<file path="config.mk">
export PLATFORM = sky130hd
export DESIGN_NAME = alu_op_sequencer
export DESIGN_NICKNAME = d
export VERILOG_FILES = /design/src/rtl/alu_op_sequencer.sv
export SDC_FILE = /design/constraint.sdc
export NUM_CORES = 1
export LEC_CHECK = 0
export ABC_AREA = 1
export BUFFER_PORTS_ARGS = -buffer_cell sky130_fd_sc_hd__buf_2
export CAP_MARGIN = 40
export CORE_ASPECT_RATIO = 0.6
export CORE_MARGIN = 3
export CORE_UTILIZATION = 52
export CTS_CLUSTER_SIZE = 10
export DETAILED_ROUTE_END_ITERATION = 10
export GPL_TIMING_DRIVEN = 0
export PLACE_DENSITY = 0.84
export SLEW_MARGIN = 5
export SYNTH_ARGS = -nofsm -noshare
export SYNTH_HDL_FRONTEND = slang
export SYNTH_SLANG_ARGS = --single-unit
</file>
<file path="constraint.sdc">
create_clock -name clk -period 1.9 [get_ports clk]
set_clock_uncertainty 0.05 [all_clocks]
set_input_delay 0 -clock clk [delete_from_list [all_inputs] [get_ports clk]]
set_output_delay 0 -clock clk [all_outputs]
set_load 0.01 [all_outputs]
</file>
<file path="src/rtl/alu_op_sequencer.sv">
// ---------------------------------------------------------------------------
// alu_op_sequencer
//   Sequences one command at a time through an external combinational or
//   pipelined 4-bit ALU. A command is latched onto the ALU operand outputs,
//   the ALU result is sampled ALU_LAT edges later, optionally written back into
//   a 4-bit accumulator, and then presented downstream until it is taken.
//
// Handshakes (both sides use the same rule): a transfer happens on a rising
// edge where valid and ready are both high. cmd_ready depends only on the FSM
// state. res_valid, once high, stays high with res_f/res_abflag stable until
// the edge on which res_ready is also high.
//
// Ports
//   clk, rst_n            clock, asynchronous active-low reset
//   cmd_valid/cmd_ready   command handshake
//   cmd_sel/m/cn/src/a/b  ALU function, mode, carry-in (active low),
//                         A source (0 = accumulator, 1 = cmd_a), operands
//   cmd_wb                write the result into the accumulator
//   acc_clr               synchronous accumulator clear, wins over writeback
//   alu_sel/a/b/m/cn      registered operands/controls to the ALU
//   alu_f, alu_abflag     ALU result and all-ones flag
//   res_valid/res_ready   result handshake
//   res_f, res_abflag     captured result and flag
//   acc                   accumulator value
//   op_count              completed-result count (wraps)
//   dbg_state             current FSM state
// ---------------------------------------------------------------------------
module alu_op_sequencer #(
    parameter int ALU_LAT = 1
) (
    input  logic       clk,
    input  logic       rst_n,
    input  logic       cmd_valid,
    output logic       cmd_ready,
    input  logic [3:0] cmd_sel,
    input  logic       cmd_m,
    input  logic       cmd_cn,
    input  logic       cmd_src,
    input  logic [3:0] cmd_a,
    input  logic [3:0] cmd_b,
    input  logic       cmd_wb,
    input  logic       acc_clr,
    output logic [3:0] alu_sel,
    output logic [3:0] alu_a,
    output logic [3:0] alu_b,
    output logic       alu_m,
    output logic       alu_cn,
    input  logic [3:0] alu_f,
    input  logic       alu_abflag,
    output logic       res_valid,
    input  logic       res_ready,
    output logic [3:0] res_f,
    output logic       res_abflag,
    output logic [3:0] acc,
    output logic [7:0] op_count,
    output logic [1:0] dbg_state
);

    if (ALU_LAT < 1 || ALU_LAT > 4) begin : g_bad_lat
        $error("alu_op_sequencer: ALU_LAT must be in 1..4");
    end

    typedef enum logic [1:0] {
        S_IDLE = 2'd0,
        S_EXEC = 2'd1,
        S_RESP = 2'd2
    } state_t;

    state_t     r_state;
    state_t     w_next_state;
    logic       w_launch;
    logic       w_capture;
    logic       w_done;

    logic [1:0] r_cnt;
    logic       r_wb;
    logic [3:0] r_alu_sel;
    logic [3:0] r_alu_a;
    logic [3:0] r_alu_b;
    logic       r_alu_m;
    logic       r_alu_cn;
    logic       r_res_valid;
    logic [3:0] r_res_f;
    logic       r_res_abflag;
    logic [3:0] r_acc;
    logic [7:0] r_op_count;

    // Next-state and per-edge strobes.
    always_comb begin
        w_next_state = r_state;
        w_launch     = 1'b0;
        w_capture    = 1'b0;
        w_done       = 1'b0;
        case (r_state)
            S_IDLE: begin
                if (cmd_valid) begin
                    w_launch     = 1'b1;
                    w_next_state = S_EXEC;
                end
            end
            S_EXEC: begin
                // Counter holds the number of further edges to wait before
                // the ALU output is sampled.
                if (r_cnt == 2'd0) begin
                    w_capture    = 1'b1;
                    w_next_state = S_RESP;
                end
            end
            S_RESP: begin
                if (res_ready) begin
                    w_done       = 1'b1;
                    w_next_state = S_IDLE;
                end
            end
            default: w_next_state = S_IDLE;
        endcase
    end

    always_ff @(posedge clk or negedge rst_n) begin
        if (!rst_n) begin
            r_state      <= S_IDLE;
            r_cnt        <= 2'd0;
            r_wb         <= 1'b0;
            r_alu_sel    <= 4'd0;
            r_alu_a      <= 4'd0;
            r_alu_b      <= 4'd0;
            r_alu_m      <= 1'b0;
            r_alu_cn     <= 1'b0;
            r_res_valid  <= 1'b0;
            r_res_f      <= 4'd0;
            r_res_abflag <= 1'b0;
            r_acc        <= 4'd0;
            r_op_count   <= 8'd0;
        end else begin
            r_state <= w_next_state;

            if (w_launch) begin
                r_alu_sel <= cmd_sel;
                r_alu_m   <= cmd_m;
                r_alu_cn  <= cmd_cn;
                r_alu_b   <= cmd_b;
                // Accumulator value as it stands before this edge.
                r_alu_a   <= cmd_src ? cmd_a : r_acc;
                r_wb      <= cmd_wb;
                r_cnt     <= 2'(ALU_LAT - 1);
            end else if (r_state == S_EXEC && r_cnt != 2'd0) begin
                r_cnt <= r_cnt - 2'd1;
            end

            if (w_capture) begin
                r_res_f      <= alu_f;
                r_res_abflag <= alu_abflag;
                r_res_valid  <= 1'b1;
            end else if (w_done) begin
                r_res_valid  <= 1'b0;
                r_op_count   <= r_op_count + 8'd1;
            end

            if (acc_clr) begin
                r_acc <= 4'd0;
            end else if (w_capture && r_wb) begin
                r_acc <= alu_f;
            end
        end
    end

    assign cmd_ready  = (r_state == S_IDLE);
    assign dbg_state  = r_state;
    assign alu_sel    = r_alu_sel;
    assign alu_a      = r_alu_a;
    assign alu_b      = r_alu_b;
    assign alu_m      = r_alu_m;
    assign alu_cn     = r_alu_cn;
    assign res_valid  = r_res_valid;
    assign res_f      = r_res_f;
    assign res_abflag = r_res_abflag;
    assign acc        = r_acc;
    assign op_count   = r_op_count;

endmodule

</file>
==> qor.txt, run 1 <==
TritonCTS Sinks - 37
Required time worst endpoint - 2.04 ns
Worst path bufs/invs - 2
Max stage delay cell, worst path - sky130_fd_sc_hd__dfrtp_1
Filler Cells Inserted - 167
Static leakage - 1.247 nW
Via count normalized by instance count - 4.855
Slowest Stage Delay on Critical Path - 0.36 ns
CP Class - reg2reg
Net switching component of the power - 0.001161 W
Cell type with the highest occurrence count on the critical path - sky130_fd_sc_hd__inv_1
Achievable frequency - 0.7492 GHz
Result of the run - finished, final reports clean
CTS Root Cell - sky130_fd_sc_hd__clkbuf_8
DIE AREA - 3811 um2
Insertion delay to the later sink of the worst-skew pair - 0.28 ns
Quantity of I/O buffers inserted on ports - 60
Commonest cells after routing, fill and taps aside - 61 x sky130_fd_sc_hd__nand2_1, 61 x sky130_fd_sc_hd__buf_2, 37 x sky130_fd_sc_hd__dfrtp_1
Pins Over Slew Limit - 0
Synth-to-layout area growth - 39.91%
Clock slew at the register clock pins of the worst setup and hold paths - 0.07 ns
Switching share of total power - 38.73%
Post-route fraction of the period consumed by the critical path - 70.25%
Number of antenna violations at the first check in global routing - 0
Vias in the first global route - 1508
TritonCTS Buffers - 5
Critical Path, Cell by Cell - inv_1 -> ha_1 -> nand3_2 -> inv_1 -> nand3_1 -> o21ai_0
Worst setup EP type - flip-flop
Total number of yosys warnings - 0
Starting Density - 59.12%
H-tree level count - 2
Setup TNS - 0 ns
Logic gate share of total power - 39.1%
Post-route DRC - 0
Worst EP arrival - 1.48 ns
End-of-flow core utilization - 82.72%
Worst Path Max Fanout - 4
Critical path's top delay family - flip-flops
Number of cells upsized or downsized after cts - 0
Total power consumption of the routed design - 0.002997 W
Number of endpoints failing setup at the final stage - 0
Mapped cell area - 1605 um2
Placeable core area - 2715 um2
Clock tree from TritonCTS - done
Clock Power Share - 17.2%
Routed len/inst - 13.48 um
Worst VDD drop - 0.8876 mV
Number of hold violations in the final report - 0
Share of Yosys cell area claimed by the top area cell type - 57.68%
DRC violation total after the first TritonRoute iteration - 48
Instance count of the mapped netlist - 174
Maximum capacitance violations - 0
Global placer's final weighted congestion - 0.8235
Setup slack on the worst flop-to-flop path - 0.57 ns
Global-route congestion overflow total - 0
Total half-perimeter wirelength after legalization and detailed placement - 2669 um
Diodes inserted - 0
Cell taking the most area after synthesis - sky130_fd_sc_hd__dfrtp_1
Cell-internal power - 0.001836 W
Total I/O pin count - 61
Final #Nets - 290
Total via count in the routed design - 1471
Die height - 49.04 um
Unique masters post-synth - 21
Total Routing Usage GR - 23.88%
Time the final worst path needs with I/O delays and setup - 1.335 ns
Total Routed Length - 4083 um
Antenna violation net count after detailed routing - 0
Sequential-to-total area share from yosys stat - 57.68%
Worst Max-Slew Pin Slew - 0.7682 ns
Synthesized netlist net count - 202
Iteration count of the initial detailed-routing pass - 4
Seq cells post-synth - 37
Core Rows - 14
Per-instance average area after synthesis - 9.226 um2
Class of the worst hold path - in2reg
RSZ-0062 raised after global routing - no
Worst slew margin relative to its limit - 48.79%
Fraction of layout instances using a drive strength above 1 - 30.04%
Sort of element at the start of the critical path - flip-flop
Top area cells in the synthesized netlist - sky130_fd_sc_hd__dfrtp_1 58%, sky130_fd_sc_hd__nand2_1 14%, sky130_fd_sc_hd__inv_1 5.1%
First-pass GRT wire length - 7093 um
Maximum clock insertion buffer count - 2
Overall die width - 77.73 um
Areal power density over the cells - 1334 nW/um2
Register share of total power - 43.7%
Pin count of the biggest net entering global routing - 38
==> sequential cells by signal (all words and copies together) (netlist names), 2 cells and up <==
name	cells
acc	4
alu_a	4
alu_b	4
alu_sel	4
dbg_state	2
op_count	8
r_cnt	2
res_f	4
==> path summary, 6_finish.rpt <==
kind | from | endpoint | cells past startpoint
worst max-delay path | r_cnt[0] | acc[2] | 6
worst min-delay path | cmd_a[2] | alu_a[2] | 3
worst max register to register | r_cnt[0] | acc[2] | 6
worst min register to register | alu_b[3] | alu_b[3] | 2
max in group asynchronous | rst_n | res_f[3] | 2
min in group asynchronous | rst_n | alu_a[3] | 2
==> layout make-up <==
type                       count  area, um2  area share (%)
inverter                      22      82.58           3.677
tap                           40      50.05           2.228
clock buffer                   8      80.08           3.565
buffer                         4      31.28           1.393
multi-input combinational    111      565.5           25.18
sequential                    37      925.9           41.23
timing repair buffer          81      510.5           22.73
==> power by group through the flow <==
stage / Combinational (W) / Clock, W / Sequential [W]
2_1_floorplan: 0.000543 / 0 / 0.00141
3_3_place_gp: 0.00109 / 0 / 0.00129
3_5_place_dp: 0.00114 / 0 / 0.00130
4_1_cts: 0.00116 / 0.000519 / 0.00130
5_1_grt: 0.00131 / 0.000567 / 0.00135
6_report: 0.00117 / 0.000516 / 0.00131
==> stage by stage <==
| stage | area, um2 | setup WS (ns) | cells | hold WS [ns] |
|---|---|---|---|---|
| floorplan | 1605 | 0.6985 | 174 | -0.3456 |
| global placement | 1956 | 0.6240 | 274 | 0.06680 |
| detailed placement | 1956 | 0.5982 | 274 | 0.06690 |
| CTS | 2246 | 0.5707 | 303 | 0.01249 |
| global route | 2246 | 0.4337 | 303 | 0.03464 |
| finish | 2246 | 0.5652 | 303 | 0.01033 |
==> worst min-delay path, stage by stage <==
cell and delay (ns):
sky130_fd_sc_hd__buf_2 0.10, sky130_fd_sc_hd__nor2_1 0.13, sky130_fd_sc_hd__o31ai_2 0.08
==> cell families after synthesis <==
| family | after synthesis | share of synthesized area [%] |
|---|---|---|
| AO/OA/AOI/OAI | 16 | 7.093 |
| XOR/XNOR | 4 | 2.183 |
| adder cells (fa/ha/maj) | 2 | 1.559 |
| buffers and inverters | 26 | 7.092 |
| flip-flops | 37 | 57.68 |
| AND/OR/NAND/NOR | 89 | 24.40 |
==> metal layers <==
metal / part of all wire (%) / global-route usage, %
met5: 0 / 0
met4: 0.51 / 4.142
met3: 5.6 / 6.642
met2: 47 / 40.91
met1: 47 / 30.64
==> Yosys cell counts (all sizes together) <==
library cell,number
nand4,1
inv,22
o22ai,1
xnor2,2
nand3,14
ha,2
o31ai,5
xor2,2
dfrtp,37
nor2,12
buf,4
nand2,62
o21ai,10
==> repair_timing <==
item                      CTS  global route
hold buffers               21             0
hold endpoints to repair   61             0
buffers inserted            0             0
Note: power is estimated with default switching activity, not from simulation.
==> run 2, diff against run 1 <==
--- a/config.mk
+++ b/config.mk
@@ -10,11 +10,11 @@
 export CAP_MARGIN = 40
 export CORE_ASPECT_RATIO = 0.6
 export CORE_MARGIN = 3
-export CORE_UTILIZATION = 52
+export CORE_UTILIZATION = 48
 export CTS_CLUSTER_SIZE = 10
 export DETAILED_ROUTE_END_ITERATION = 10
 export GPL_TIMING_DRIVEN = 0
-export PLACE_DENSITY = 0.84
+export PLACE_DENSITY = 0.78
 export SLEW_MARGIN = 5
 export SYNTH_ARGS = -nofsm -noshare
 export SYNTH_HDL_FRONTEND = slang
==> constraint.sdc (replaced) <==
create_clock -name clk -period 1.3 [get_ports clk]
set_clock_uncertainty 0.05 [all_clocks]
set_input_delay 0 -clock clk [delete_from_list [all_inputs] [get_ports clk]]
set_output_delay 0 -clock clk [all_outputs]
set_load 0.01 [all_outputs]
==> run 2 against run 1 <==
Against the previous run: maximum frequency up 9.2%; design area is 1.7% higher; cell count rose by 0.99%; clock-buffer cell count is 2 lower; highest routed layer unchanged.
==> qor.txt, run 2 (synthesis results as in run 1) <==
CTS Root Cell - sky130_fd_sc_hd__clkbuf_8
Final non-filler cell total - 306
Areal power density over the cells - 1962 nW/um2
Worst Hold End - alu_a[3]
Worst VDD drop - 1.381 mV
Die height - 50.80 um
Fraction of layout instances using a drive strength above 1 - 35.61%
Number of endpoints failing setup at the final stage - 0
Depth of the worst register-to-register path - 6
Via count normalized by instance count - 4.582
Class of the worst hold path - in2reg
Routed len/inst - 12.08 um
Pin count of the biggest net entering global routing - 38
Pins Over Slew Limit - 0
Final setup margin - 0.07800 ns
Required time worst endpoint - 1.42 ns
Clock tree from TritonCTS - done
Cell count of the worst hold path - 3
Most common cell after layout, fill and taps aside - sky130_fd_sc_hd__buf_2
First-pass GRT wire length - 6175 um
Total I/O pin count - 61
Antenna violation net count after detailed routing - 0
Maximum capacitance violations - 0
Detailed-routed wire length on met2 - 1661 um
Worst Path Max Fanout - 10
Setup Slack @ Placement - 0.02299 ns
Post-route fraction of the period consumed by the critical path - 94.00%
Reg-to-Reg Start - r_cnt[1]
Core Rows - 15
Time the final worst path needs with I/O delays and setup - 1.222 ns
Insertion delay to the later sink of the worst-skew pair - 0.28 ns
Hold_ws - 0.0006394 ns
Worst slew margin relative to its limit - 48.78%
Worst setup EP type - flip-flop
Highest metal layer with signal wires - met4
Cell Count Post-Placement - 276
DIE AREA - 4097 um2
Total half-perimeter wirelength after legalization and detailed placement - 2524 um
Synth-to-layout area growth - 42.24%
Overall die width - 80.66 um
Final #Nets - 292
Global-route congestion overflow total - 0
H-tree level count - 2
Quantity of I/O buffers inserted on ports - 60
Result of the run - finished, final reports clean
Total Routed Length - 3696 um
Setup slack on the worst flop-to-flop path - 0.08 ns
Worst Max-Slew Pin Slew - 0.7682 ns
Routed wl met3 - 199 um
Routed metal-1 wirelength - 1805 um
Achievable frequency - 0.8183 GHz
Post-route DRC - 0
CP Class - reg2reg
Placeable core area - 3022 um2
TritonCTS Buffers - 5
Diodes inserted - 0
Worst EP arrival - 1.34 ns
Clock slew at the register clock pins of the worst setup and hold paths - 0.07 ns
Commonest cells after routing, fill and taps aside - 61 x sky130_fd_sc_hd__buf_2, 59 x sky130_fd_sc_hd__nand2_1, 35 x sky130_fd_sc_hd__dfrtp_1
Hold path startpoint - cmd_a[3]
Starting Density - 53.13%
TritonCTS Sinks - 37
Endpoint of the worst register-to-register path - res_f[3]
Flip-flop count of the largest register, all copies and words added - 8
Number of hold violations in the final report - 0
DRC violation total after the first TritonRoute iteration - 60
Critical path origin - r_cnt[1]
Vias in the first global route - 1333
Number of antenna violations at the first check in global routing - 0
Sort of element at the start of the critical path - flip-flop
Iteration count of the initial detailed-routing pass - 5
Maximum clock insertion buffer count - 2
Static leakage - 1.256 nW
Total Routing Usage GR - 19.88%
Global placer's final weighted congestion - 0.7541
Total via count in the routed design - 1402
==> run 2: repair_timing <==
action                                 4_1_cts  5_1_grt
endpoints found under the hold margin       59        0
setup endpoints to repair                    0       16
hold buffers                                19        0
gates resized for setup                      0       12
buffers inserted                             0        4
==> run 2: where the power goes <==
group	switching, W	total (W)	leakage (nW)	internal [W]
clock network	0.000382	0.000800	0.0433	0.000419
logic	0.00100	0.00180	0.758	0.000796
registers	0.000289	0.00188	0.454	0.00159
total	0.00167	0.00448	1.26	0.00281
==> run 2: metal layers <==
metal  up-vias  global-route usage (%)
met3         4                   6.272
met5         -                       0
met2        39                   31.59
li1        721                       -
met1       638                   27.19
met4         0                   3.371
==> run 2: worst max-delay path by stage <==
stage                        endpoint  slack (ns)
after detailed placement       acc[3]        0.02
final                        res_f[3]        0.08
after global routing      op_count[6]     -0.0003
after CTS                      acc[3]        0.01
after floorplan              r_cnt[0]         0.1
after global placement         acc[3]        0.04
==> run 2: final cells by class <==
| type | count | area, um2 |
|---|---|---|
| tap | 42 | 52.55 |
| inverter | 22 | 82.58 |
| buffer | 4 | 31.28 |
| multi-input combinational | 111 | 578.1 |
| fill | 235 | 738.2 |
| timing repair buffer | 83 | 520.5 |
| clock buffer | 6 | 82.58 |
| clock inverter | 1 | 7.507 |
| sequential | 37 | 928.4 |
==> run 2: critical path: stages, from the launching register on <==
cell and delay, ns:
sky130_fd_sc_hd__dfrtp_1 0.37, sky130_fd_sc_hd__inv_1 0.07, sky130_fd_sc_hd__ha_2 0.18, sky130_fd_sc_hd__nand3_2 0.12, sky130_fd_sc_hd__buf_4 0.20, sky130_fd_sc_hd__nand2_1 0.06, sky130_fd_sc_hd__o21ai_0 0.06
==> run 2: metrics by stage <==
stage,instance area (um2),setup TNS (ns),power [W],utilization (%)
CTS,2238,0,0.004370,74.08
finish,2283,0,0.004479,75.57
global placement,1958,0,0.003481,64.80
floorplan,1605,0,0.002852,-
global route,2283,-0.0003184,0.004800,75.57
detailed placement,1958,0,0.003525,64.80
